`src/rtl/mem_pkg.sv`:
```
// Shared memory-system constants and the read tag carried alongside every
// outstanding packet-memory read.
package mem_pkg;

    localparam int ADDR_W     = 12;
    localparam int BLOCK_BITS = 32;
    localparam int NUM_PORTS  = 4;
    localparam int PORT_W     = $clog2(NUM_PORTS);

    typedef struct packed {
        logic              valid;
        logic [PORT_W-1:0] port;
    } rd_tag_t;

endpackage

```
`src/rtl/mem_rd_sched_rr_pick.sv`:
```
// Combinational round-robin picker: first set request scanning from ptr_i
// upward, wrapping modulo N.
module rr_pick #(
    parameter int N  = 4,
    parameter int PW = (N > 1) ? $clog2(N) : 1
) (
    input  logic [N-1:0]  req_i,
    input  logic [PW-1:0] ptr_i,
    output logic [N-1:0]  gnt_o,
    output logic [PW-1:0] idx_o,
    output logic          any_o
);

    logic [PW-1:0] cand;

    // N is a power of two, so PW-bit addition wraps exactly at N.
    always_comb begin
        gnt_o = '0;
        idx_o = '0;
        any_o = 1'b0;
        cand  = '0;
        for (int i = 0; i < N; i++) begin
            cand = ptr_i + PW'(i);
            if (!any_o && req_i[cand]) begin
                any_o       = 1'b1;
                idx_o       = cand;
                gnt_o[cand] = 1'b1;
            end
        end
    end

endmodule

```
`src/rtl/mem_rd_sched.sv`:
```
// Round-robin scheduler for the shared packet-memory read port and the
// free-list free port; read responses are steered back by a latency-matched tag pipe.
module mem_rd_sched #(
    parameter int N          = mem_pkg::NUM_PORTS,
    parameter int RD_LAT     = 2,
    parameter int ADDR_W     = mem_pkg::ADDR_W,
    parameter int BLOCK_BITS = mem_pkg::BLOCK_BITS
) (
    input  logic                            clk,
    input  logic                            rst,
    input  logic [N-1:0]                    rd_req_i,
    input  logic [N-1:0][ADDR_W-1:0]        rd_addr_i,
    output logic [N-1:0]                    rd_gnt_o,
    output logic [N-1:0]                    rd_rvalid_o,
    output logic [N-1:0][BLOCK_BITS-1:0]    rd_rdata_o,
    input  logic                            mem_busy_i,
    output logic                            mem_re_o,
    output logic [ADDR_W-1:0]               mem_raddr_o,
    input  logic                            mem_rvalid_i,
    input  logic [BLOCK_BITS-1:0]           mem_rdata_i,
    input  logic [N-1:0]                    free_req_i,
    input  logic [N-1:0][ADDR_W-1:0]        free_idx_i,
    output logic [N-1:0]                    free_gnt_o,
    output logic                            free_req_o,
    output logic [ADDR_W-1:0]               free_block_idx_o,
    output logic                            err_o
);

    import mem_pkg::*;

    localparam int PW = $clog2(N);
    localparam int CW = $clog2(RD_LAT + 1);

    // Handshake: a requester holds req (and its addr/idx) stable until it sees
    // its gnt bit high in the same cycle; that cycle is the transfer.

    logic [PW-1:0]         rd_ptr_q, rd_ptr_d;
    logic [PW-1:0]         free_ptr_q, free_ptr_d;
    logic [N-1:0]          rd_req_eff;
    logic [N-1:0]          rd_pick_gnt, free_pick_gnt;
    logic [PW-1:0]         rd_idx, free_idx;
    logic                  rd_any, free_any;
    logic                  issue;
    rd_tag_t [RD_LAT-1:0]  tag_q, tag_d;
    rd_tag_t               tail;
    logic [CW-1:0]         mask_q, mask_d;
    logic                  err_q, err_d;
    logic                  free_req_q, free_req_d;
    logic [ADDR_W-1:0]     free_blk_q, free_blk_d;

    assign rd_req_eff = mem_busy_i ? '0 : rd_req_i;

    rr_pick #(.N(N), .PW(PW)) u_rd_pick (
        .req_i (rd_req_eff),
        .ptr_i (rd_ptr_q),
        .gnt_o (rd_pick_gnt),
        .idx_o (rd_idx),
        .any_o (rd_any)
    );

    rr_pick #(.N(N), .PW(PW)) u_free_pick (
        .req_i (free_req_i),
        .ptr_i (free_ptr_q),
        .gnt_o (free_pick_gnt),
        .idx_o (free_idx),
        .any_o (free_any)
    );

    assign issue = rd_any & ~rst;
    assign tail  = tag_q[RD_LAT-1];

    always_comb begin
        rd_ptr_d   = rd_ptr_q;
        free_ptr_d = free_ptr_q;
        tag_d      = tag_q;
        mask_d     = mask_q;
        err_d      = err_q;
        free_req_d = free_any;
        free_blk_d = free_blk_q;

        if (issue) begin
            rd_ptr_d = rd_idx + PW'(1);
        end

        tag_d[0].valid = issue;
        tag_d[0].port  = rd_idx;
        for (int i = 1; i < RD_LAT; i++) begin
            tag_d[i] = tag_q[i-1];
        end

        // Responses to reads in flight across reset arrive against an
        // invalid tail; the mask window keeps them from being flagged.
        if (mask_q != '0) begin
            mask_d = mask_q - CW'(1);
        end else if (mem_rvalid_i != tail.valid) begin
            err_d = 1'b1;
        end

        if (free_any) begin
            free_blk_d = free_idx_i[free_idx];
            free_ptr_d = free_idx + PW'(1);
        end
    end

    always_ff @(posedge clk) begin
        if (rst) begin
            rd_ptr_q   <= '0;
            free_ptr_q <= '0;
            tag_q      <= '0;
            mask_q     <= CW'(RD_LAT);
            err_q      <= 1'b0;
            free_req_q <= 1'b0;
            free_blk_q <= '0;
        end else begin
            rd_ptr_q   <= rd_ptr_d;
            free_ptr_q <= free_ptr_d;
            tag_q      <= tag_d;
            mask_q     <= mask_d;
            err_q      <= err_d;
            free_req_q <= free_req_d;
            free_blk_q <= free_blk_d;
        end
    end

    always_comb begin
        rd_rvalid_o = '0;
        if (!rst && mem_rvalid_i && tail.valid) begin
            rd_rvalid_o[tail.port] = 1'b1;
        end
        for (int i = 0; i < N; i++) begin
            rd_rdata_o[i] = rst ? '0 : mem_rdata_i;
        end
    end

    assign rd_gnt_o         = rst ? '0 : rd_pick_gnt;
    assign mem_re_o         = issue;
    assign mem_raddr_o      = issue ? rd_addr_i[rd_idx] : '0;
    assign free_gnt_o       = rst ? '0 : free_pick_gnt;
    assign free_req_o       = free_req_q & ~rst;
    assign free_block_idx_o = rst ? '0 : free_blk_q;
    assign err_o            = err_q & ~rst;

endmodule
```
`config.mk`:
```
export PLATFORM = sky130hd
export DESIGN_NAME = mem_rd_sched
export DESIGN_NICKNAME = d
export VERILOG_FILES = /design/src/rtl/mem_pkg.sv /design/src/rtl/mem_rd_sched_rr_pick.sv /design/src/rtl/mem_rd_sched.sv
export SDC_FILE = /design/constraint.sdc
export NUM_CORES = 1
export LEC_CHECK = 0
export CORE_AREA = 4 4 118 120
export DETAILED_ROUTE_END_ITERATION = 10
export DIE_AREA = 0 0 122 124
export PLACE_DENSITY = 0.74
export REMOVE_ABC_BUFFERS = 1
export SLEW_MARGIN = 20
export SYNTH_ARGS = -nofsm -noshare
export SYNTH_HDL_FRONTEND = slang
export SYNTH_SLANG_ARGS = --single-unit
```
`constraint.sdc`:
```
create_clock -name clk -period 4.4 [get_ports clk]
set_clock_uncertainty 0.2 [all_clocks]
set_input_delay 0.88 -clock clk [delete_from_list [all_inputs] [get_ports clk]]
set_output_delay 0.88 -clock clk [all_outputs]
set_load 0.01 [all_outputs]
```
; ---- Yosys cells after proc, flatten, opt, wreduce, memory -nomap -nowiden
; Index checks and enable logic that the tools add are counted.
[classes]
n_addsub = 9
mul = 0
n_div = 0
n_lt_le_gt_ge = 20
eq_ne = 1
shift = 0
muxes = 69
bitwise_logic = 11
n_reduce_logical = 26
[ops]
columns = op, n
row1 = $bmux 12 s2, 2
row2 = $mux 12, 4
row3 = $mux 4, 12
row4 = $lt 2x3->1 const B, 11
row5 = $mux 32, 1
row6 = $mux 1, 25
row7 = $or 4x4->4, 6
row8 = $demux 1 s2, 9
row9 = $ge 2x1->1 const B, 9
row10 = $logic_and 1x1->1, 17
row11 = $bmux 1 s2, 8
row12 = $mux 2, 8
row13 = $add 2x1->2 const B, 4
row14 = $add 2x2->2 const B, 4
row15 = $logic_not 1->1, 7
row16 = $and 1x1->1, 3
row17 = $not 1->1, 2
row18 = $reduce_and 2->1, 1
row19 = $reduce_bool 2->1, 1
row20 = $sub 2x1->2 const B, 1
row21 = $ne 1x1->1, 1
[totals]
reg_bits = 26
latchBits = 0
ramBits = 0
mem_bits_ro = 0
inputBits = 140
out_inout_bits = 167
word_cells = 146
mem_count = 0

; ---- Longest topological paths before layout
[depth]
depth_word = 16
mapped_depth = 12
depth_no_buf = 8

; ---- Cells and area by module
; Synthesis repeated with hierarchy kept, for this count alone.
[hier_totals]
hier_cells = 383
hier_area_um2 = 3569.7
[by_module_without_submodules]
columns = mod, n_inst, cells_per_inst, area_each_um2, seq_area_each_um2
row1 = mem_rd_sched, 1, 293, 2728.9, 520.5
row2 = rr_pick at u_free_pick, 1, 45, 421.7, 0.0
row3 = rr_pick at u_rd_pick, 1, 45, 419.2, 0.0

; ---- Worst setup path after synthesis
; No wires, ideal clock.
[synth_path]
path_kind = reg2out
from = register rd_ptr_q[0]
to = output port mem_raddr_o[0]
arrival_time_ns = 2.717
t_required_ns = 3.320
path_slack_ns = 0.603
stages_incl_launch_ff = 11
path_buffers = 4
path_cell_list = dfxtp_1 buf_4 inv_2 ha_1 buf_2 mux4_2 nor3b_2 o32a_1 buf_6 buf_4 a211oi_1
[synth_between]
elab_chain_len = 15
elab_cells_between_ends = 29
cone_classes = add/sub: 3 / mux: 19 / bitwise: 1 / reduce/logical: 6
[synth_rtl]
columns = item, line_no
row1 = from (decl), mem_rd_sched.sv:37  ; logic [PW-1:0] rd_ptr_q, rd_ptr_d;
row2 = from (signal assigned), mem_rd_sched.sv:115  ; rd_ptr_q <= rd_ptr_d;
row3 = "parallel branches: the longest is 14 deep, another holds $add 2x1->2", -
row4 = $mux 12 *, mem_rd_sched.sv:137  ; assign mem_raddr_o = issue ? rd_addr_i[rd_idx] : '0;
row5 = to (decl), mem_rd_sched.sv:18  ; output logic [ADDR_W-1:0] mem_raddr_o,
; Every way passes the cells marked *. The select of a mux whose other input is x is not followed.

; ---- Final worst setup path
[layout_path]
from = input port free_req_i[2]
to = output port free_gnt_o[2]
[layout_between]
elab_chain_len = 13
elab_cells_between_ends = 25
cone_classes = mux: 16 / bitwise: 3 / reduce/logical: 6
[layout_rtl]
columns = item, line_no
row1 = from (decl), mem_rd_sched.sv:21  ; input logic [N-1:0] free_req_i,
row2 = $bmux 1 s2, mem_rd_sched_rr_pick.sv:24  ; if (!any_o && req_i[cand]) begin
row3 = $mux 1 (not written as such), mem_rd_sched_rr_pick.sv:24
row4 = $mux 1, mem_rd_sched_rr_pick.sv:24
row5 = $logic_not 1->1, mem_rd_sched_rr_pick.sv:24
row6 = $logic_and 1x1->1, mem_rd_sched_rr_pick.sv:24
row7 = $mux 1, mem_rd_sched_rr_pick.sv:24
row8 = $logic_not 1->1, mem_rd_sched_rr_pick.sv:24
row9 = $logic_and 1x1->1, mem_rd_sched_rr_pick.sv:24
row10 = $mux 1, mem_rd_sched_rr_pick.sv:24
row11 = $logic_not 1->1, mem_rd_sched_rr_pick.sv:24
row12 = $logic_and 1x1->1, mem_rd_sched_rr_pick.sv:24
row13 = $mux 4 *, mem_rd_sched_rr_pick.sv:24
row14 = $mux 4 *, mem_rd_sched.sv:138  ; assign free_gnt_o = rst ? '0 : free_pick_gnt;
row15 = to (decl), mem_rd_sched.sv:23  ; output logic [N-1:0] free_gnt_o,
; Every way passes the cells marked *; elsewhere a longest branch is shown, timed or not. The select of a mux whose other input is x is not followed.

==> flow_summary.toml <==
[synthesis]
asyncSetResetFlopFracSynth_pct = 0
synth_seq_area_share_pct = 13.7
ys_types = 49
netlist_top_cells_count = "sky130_fd_sc_hd__buf_4, sky130_fd_sc_hd__nor2b_1, sky130_fd_sc_hd__nor2_1, sky130_fd_sc_hd__mux2i_1, sky130_fd_sc_hd__dfxtp_1"
synthDominantCellAreaShare_pct = 19.7
synthAdderAreaFrac_pct = 4.93
dominantRegCellSynth = "sky130_fd_sc_hd__dfxtp_1"
synth_cells = 447
synth_top_family_by_area = "buffers and inverters"
basic_gate_share_of_the_synthesized_area_counting_and_or_nand_and_nor_cells_pct = 20.8
synth.avg_cell_area_um2 = 8.52
xor_xnor_fraction_of_synth_area_pct = 0.920
synth_edf_count = 0
ys_ff_latch = 26
synthesis.area_um2 = 3810
post-synth-top-count-cell = "sky130_fd_sc_hd__buf_4"
synth_top_area_cell = "sky130_fd_sc_hd__buf_4"
synth_area_leaders = "sky130_fd_sc_hd__buf_4, sky130_fd_sc_hd__dfxtp_1, sky130_fd_sc_hd__nor2b_1"
synth-compound-area-share_pct = 19.3
synth.mux.area_fraction_pct = 15.3
synth.yosys.warnings = 0

[drt]
total_via_count_in_the_routed_design = 3955
drt_iter0_markers = 198
route.final.wire_length_um = 15000
antenna_violating_nets_post_route = 0
drt-vias-per-instance = 4.71
drcViolationCount = 0
wire_per_inst_um = 17.9
drt_pass1_iterations = 4

[floorplanning]
die_width_um = 122
design.die.area_um2 = 15100
die_h_um = 124
initial_utilization_pct = 29.3
coreArea_um2 = 13000
rows = 42
pin_count = 307

[clock_tree]
cts-htree-levels = 1
numClockSinks = 26
count_of_buffers_added_by_post_cts_timing_repair_for_setup = 0
cts-hold-fix-buffers = 0
tritoncts.num_buffers = 3
worst_skew_pair.late_latency_ns = 0.26
root_buffer = "sky130_fd_sc_hd__clkbuf_16"
clockBufferDepth = 2
clk_transition_reported_paths_ns = 0.07
tritoncts = "built"

[placed_design]
numPortBuffers = 306
hpwl_dp_um = 12600
gpl.final_weighted_congestion = 0.893
dpl_cells = 835

[setup_path]
crit_path_start_kind = "primary input"
critical_path.reg2reg.startpoint = "free_ptr_q[1]"
critical_path_peak_fanout = 5
cp-startpoint = "free_req_i[2]"
type_of_the_setup_path_with_the_least_slack = "primary input to output pin"
crit_path_end_kind = "output pin"
cp.required_ns = 3.32
cp.arrival_ns = 3.18

[timing]
finalSetupViolCount = 0
max-slew-margin-rel_pct = 56.4
setup_repair_after_global_routing_missed_its_margin = "no"
max_clock_freq_ghz = 0.235
worst-slew-pin-transition_ns = 0.654
final_min_period_over_clock_period_pct = 96.9
final-hold-violation-count = 0
timing.final.max_slew_violations = 0
final_period_minus_worst_setup_slack_ns = 4.26

[grt]
grt_use_met3_pct = 6.27
most_used_layer_global_route = "met2"
globalRouteMet1Util_pct = 21.5
first_global_vias = 4102
grt_remaining_overflow = 0
gr-usage-all-layers_pct = 17.8
grtUsageMet2_pct = 31.3
antenna_found_initial = 0
grt_pass1_wl_um = 21300
grt_max_degree = 34

[final_layout]
drive_gt1_share_pct = 14.2
area_growth_from_synthesis_to_final_layout_pct = 72.0
antenna-diode-count = 0
final_util_pct = 50.5
design.final.nets = 819
finish.cell_count_without_fillers = 839

[power_and_ir_drop]
static-leakage-power_nw = 2.65
ir_worst_vdd_mv = 0.152
power-per-cell-area_nw_per_um2 = 329

[run_status]
status = "finished, final reports clean"

[hold_path]
hold_start = "tag_d[5]"
hold_removal_path_class = "flop to flop"

[run]
drv_cap = 0
cell type report:
cell class | instances | area [µm²]
fillers | 1191 | 6430
repair buffers | 337 | 3320
multi-input cells | 288 | 2350
flip-flops and latches | 26 | 522
well taps | 176 | 220
clock buffers | 3 | 75.1
clock inverters | 1 | 30.0
inverters | 8 | 30.0
cells in the final DEF, fill, tap and decap left out, types with 2 or more instances in the layout:
cell,synthesis,layout
sky130_fd_sc_hd__a211oi_1,13,13
sky130_fd_sc_hd__a211oi_2,23,23
sky130_fd_sc_hd__a21oi_1,10,10
sky130_fd_sc_hd__a221oi_1,4,4
sky130_fd_sc_hd__a222oi_1,4,4
sky130_fd_sc_hd__a22oi_1,4,4
sky130_fd_sc_hd__and3_1,13,13
sky130_fd_sc_hd__buf_12,1,3
sky130_fd_sc_hd__buf_4,100,28
sky130_fd_sc_hd__clkbuf_16,0,3
sky130_fd_sc_hd__clkdlybuf4s50_1,0,287
sky130_fd_sc_hd__dfxtp_1,26,25
sky130_fd_sc_hd__dlygate4sd2_1,0,12
sky130_fd_sc_hd__dlymetal6s2s_1,0,5
sky130_fd_sc_hd__ha_1,15,14
sky130_fd_sc_hd__inv_1,7,7
sky130_fd_sc_hd__mux2_2,12,12
sky130_fd_sc_hd__mux2i_1,29,29
sky130_fd_sc_hd__mux4_2,7,7
sky130_fd_sc_hd__nand2_1,10,10
sky130_fd_sc_hd__nand2b_1,8,8
sky130_fd_sc_hd__nor2_1,37,37
sky130_fd_sc_hd__nor2b_1,53,53
sky130_fd_sc_hd__nor3_1,4,3
sky130_fd_sc_hd__nor3_2,1,2
sky130_fd_sc_hd__nor3b_1,2,2
sky130_fd_sc_hd__nor4_1,2,2
sky130_fd_sc_hd__o21bai_1,11,11
sky130_fd_sc_hd__o32a_1,2,2
sky130_fd_sc_hd__or2_2,2,2
sky130_fd_sc_hd__xor2_1,4,4
path summary, 6_finish.rpt:
path	depth (start not counted)	endpoint	slack, ns
worst min-delay path	1	tag_q[5]	0.24
worst min register to register	1	tag_q[5]	0.24
worst max-delay path	9	free_gnt_o[2]	0.14
worst max register to register	9	free_blk_q[0]	1.31
per-stage QoR:
stage	power [mW]	setup TNS (ns)	worst slack [ns]	instance area (µm²)	hold WS, ns
4_1_cts	2.17	0	0.0467	6530	0.242
2_1_floorplan	1.22	0	0.260	2880	0.214
3_5_place_dp	1.89	-2.45	-0.263	6440	0.223
5_1_grt	2.30	0	0.0148	6550	0.278
6_report	2.15	0	0.136	6550	0.238
3_3_place_gp	1.85	-1.62	-0.185	6440	0.226
kinds of logic after synthesis:
group,count (synthesis)
buf+inv,133
mux,48
compound gates,81
simple gates,140
flops,26
xor+xnor,4
fa+ha+maj,15
where the power goes:
group	internal, mW	switching [mW]	total (mW)
clock network	0.181	0.0905	0.272
registers	0.318	0.0398	0.358
logic	0.780	0.743	1.52
worst max-delay path, cell delays in order:
cell and delay (ns):
sky130_fd_sc_hd__clkdlybuf4s50_1 0.50, sky130_fd_sc_hd__mux4_2 0.52, sky130_fd_sc_hd__buf_4 0.18, sky130_fd_sc_hd__nor2b_4 0.16, sky130_fd_sc_hd__a22oi_1 0.09, sky130_fd_sc_hd__nor2_1 0.10, sky130_fd_sc_hd__a221oi_1 0.06, sky130_fd_sc_hd__nor2_1 0.14
sky130_fd_sc_hd__clkdlybuf4s50_1 0.56
sequential cells by signal, indices dropped and copies added, names as in the netlist:
name / count
free_req_q: 1
tag_q: 3
free_blk_q: 12
tag_d: 3
free_ptr_q: 2
mask_q: 2
rd_ptr_q: 2
err_q: 1
metal layers:
layer  vias to the layer above  share of wire [%]
li1                       1902                  -
met1                      1864                 40
met2                       183                 49
met3                         6                 11
met4                         0               0.56
met5                         -                  0
repair_timing:
item / CTS / global route
gates cloned: 0 / 0
resized for setup: 13 / 12
pin swaps: 0 / 1
endpoints found under the setup margin: 13 / 18
(Power assumes the default switching activity.)
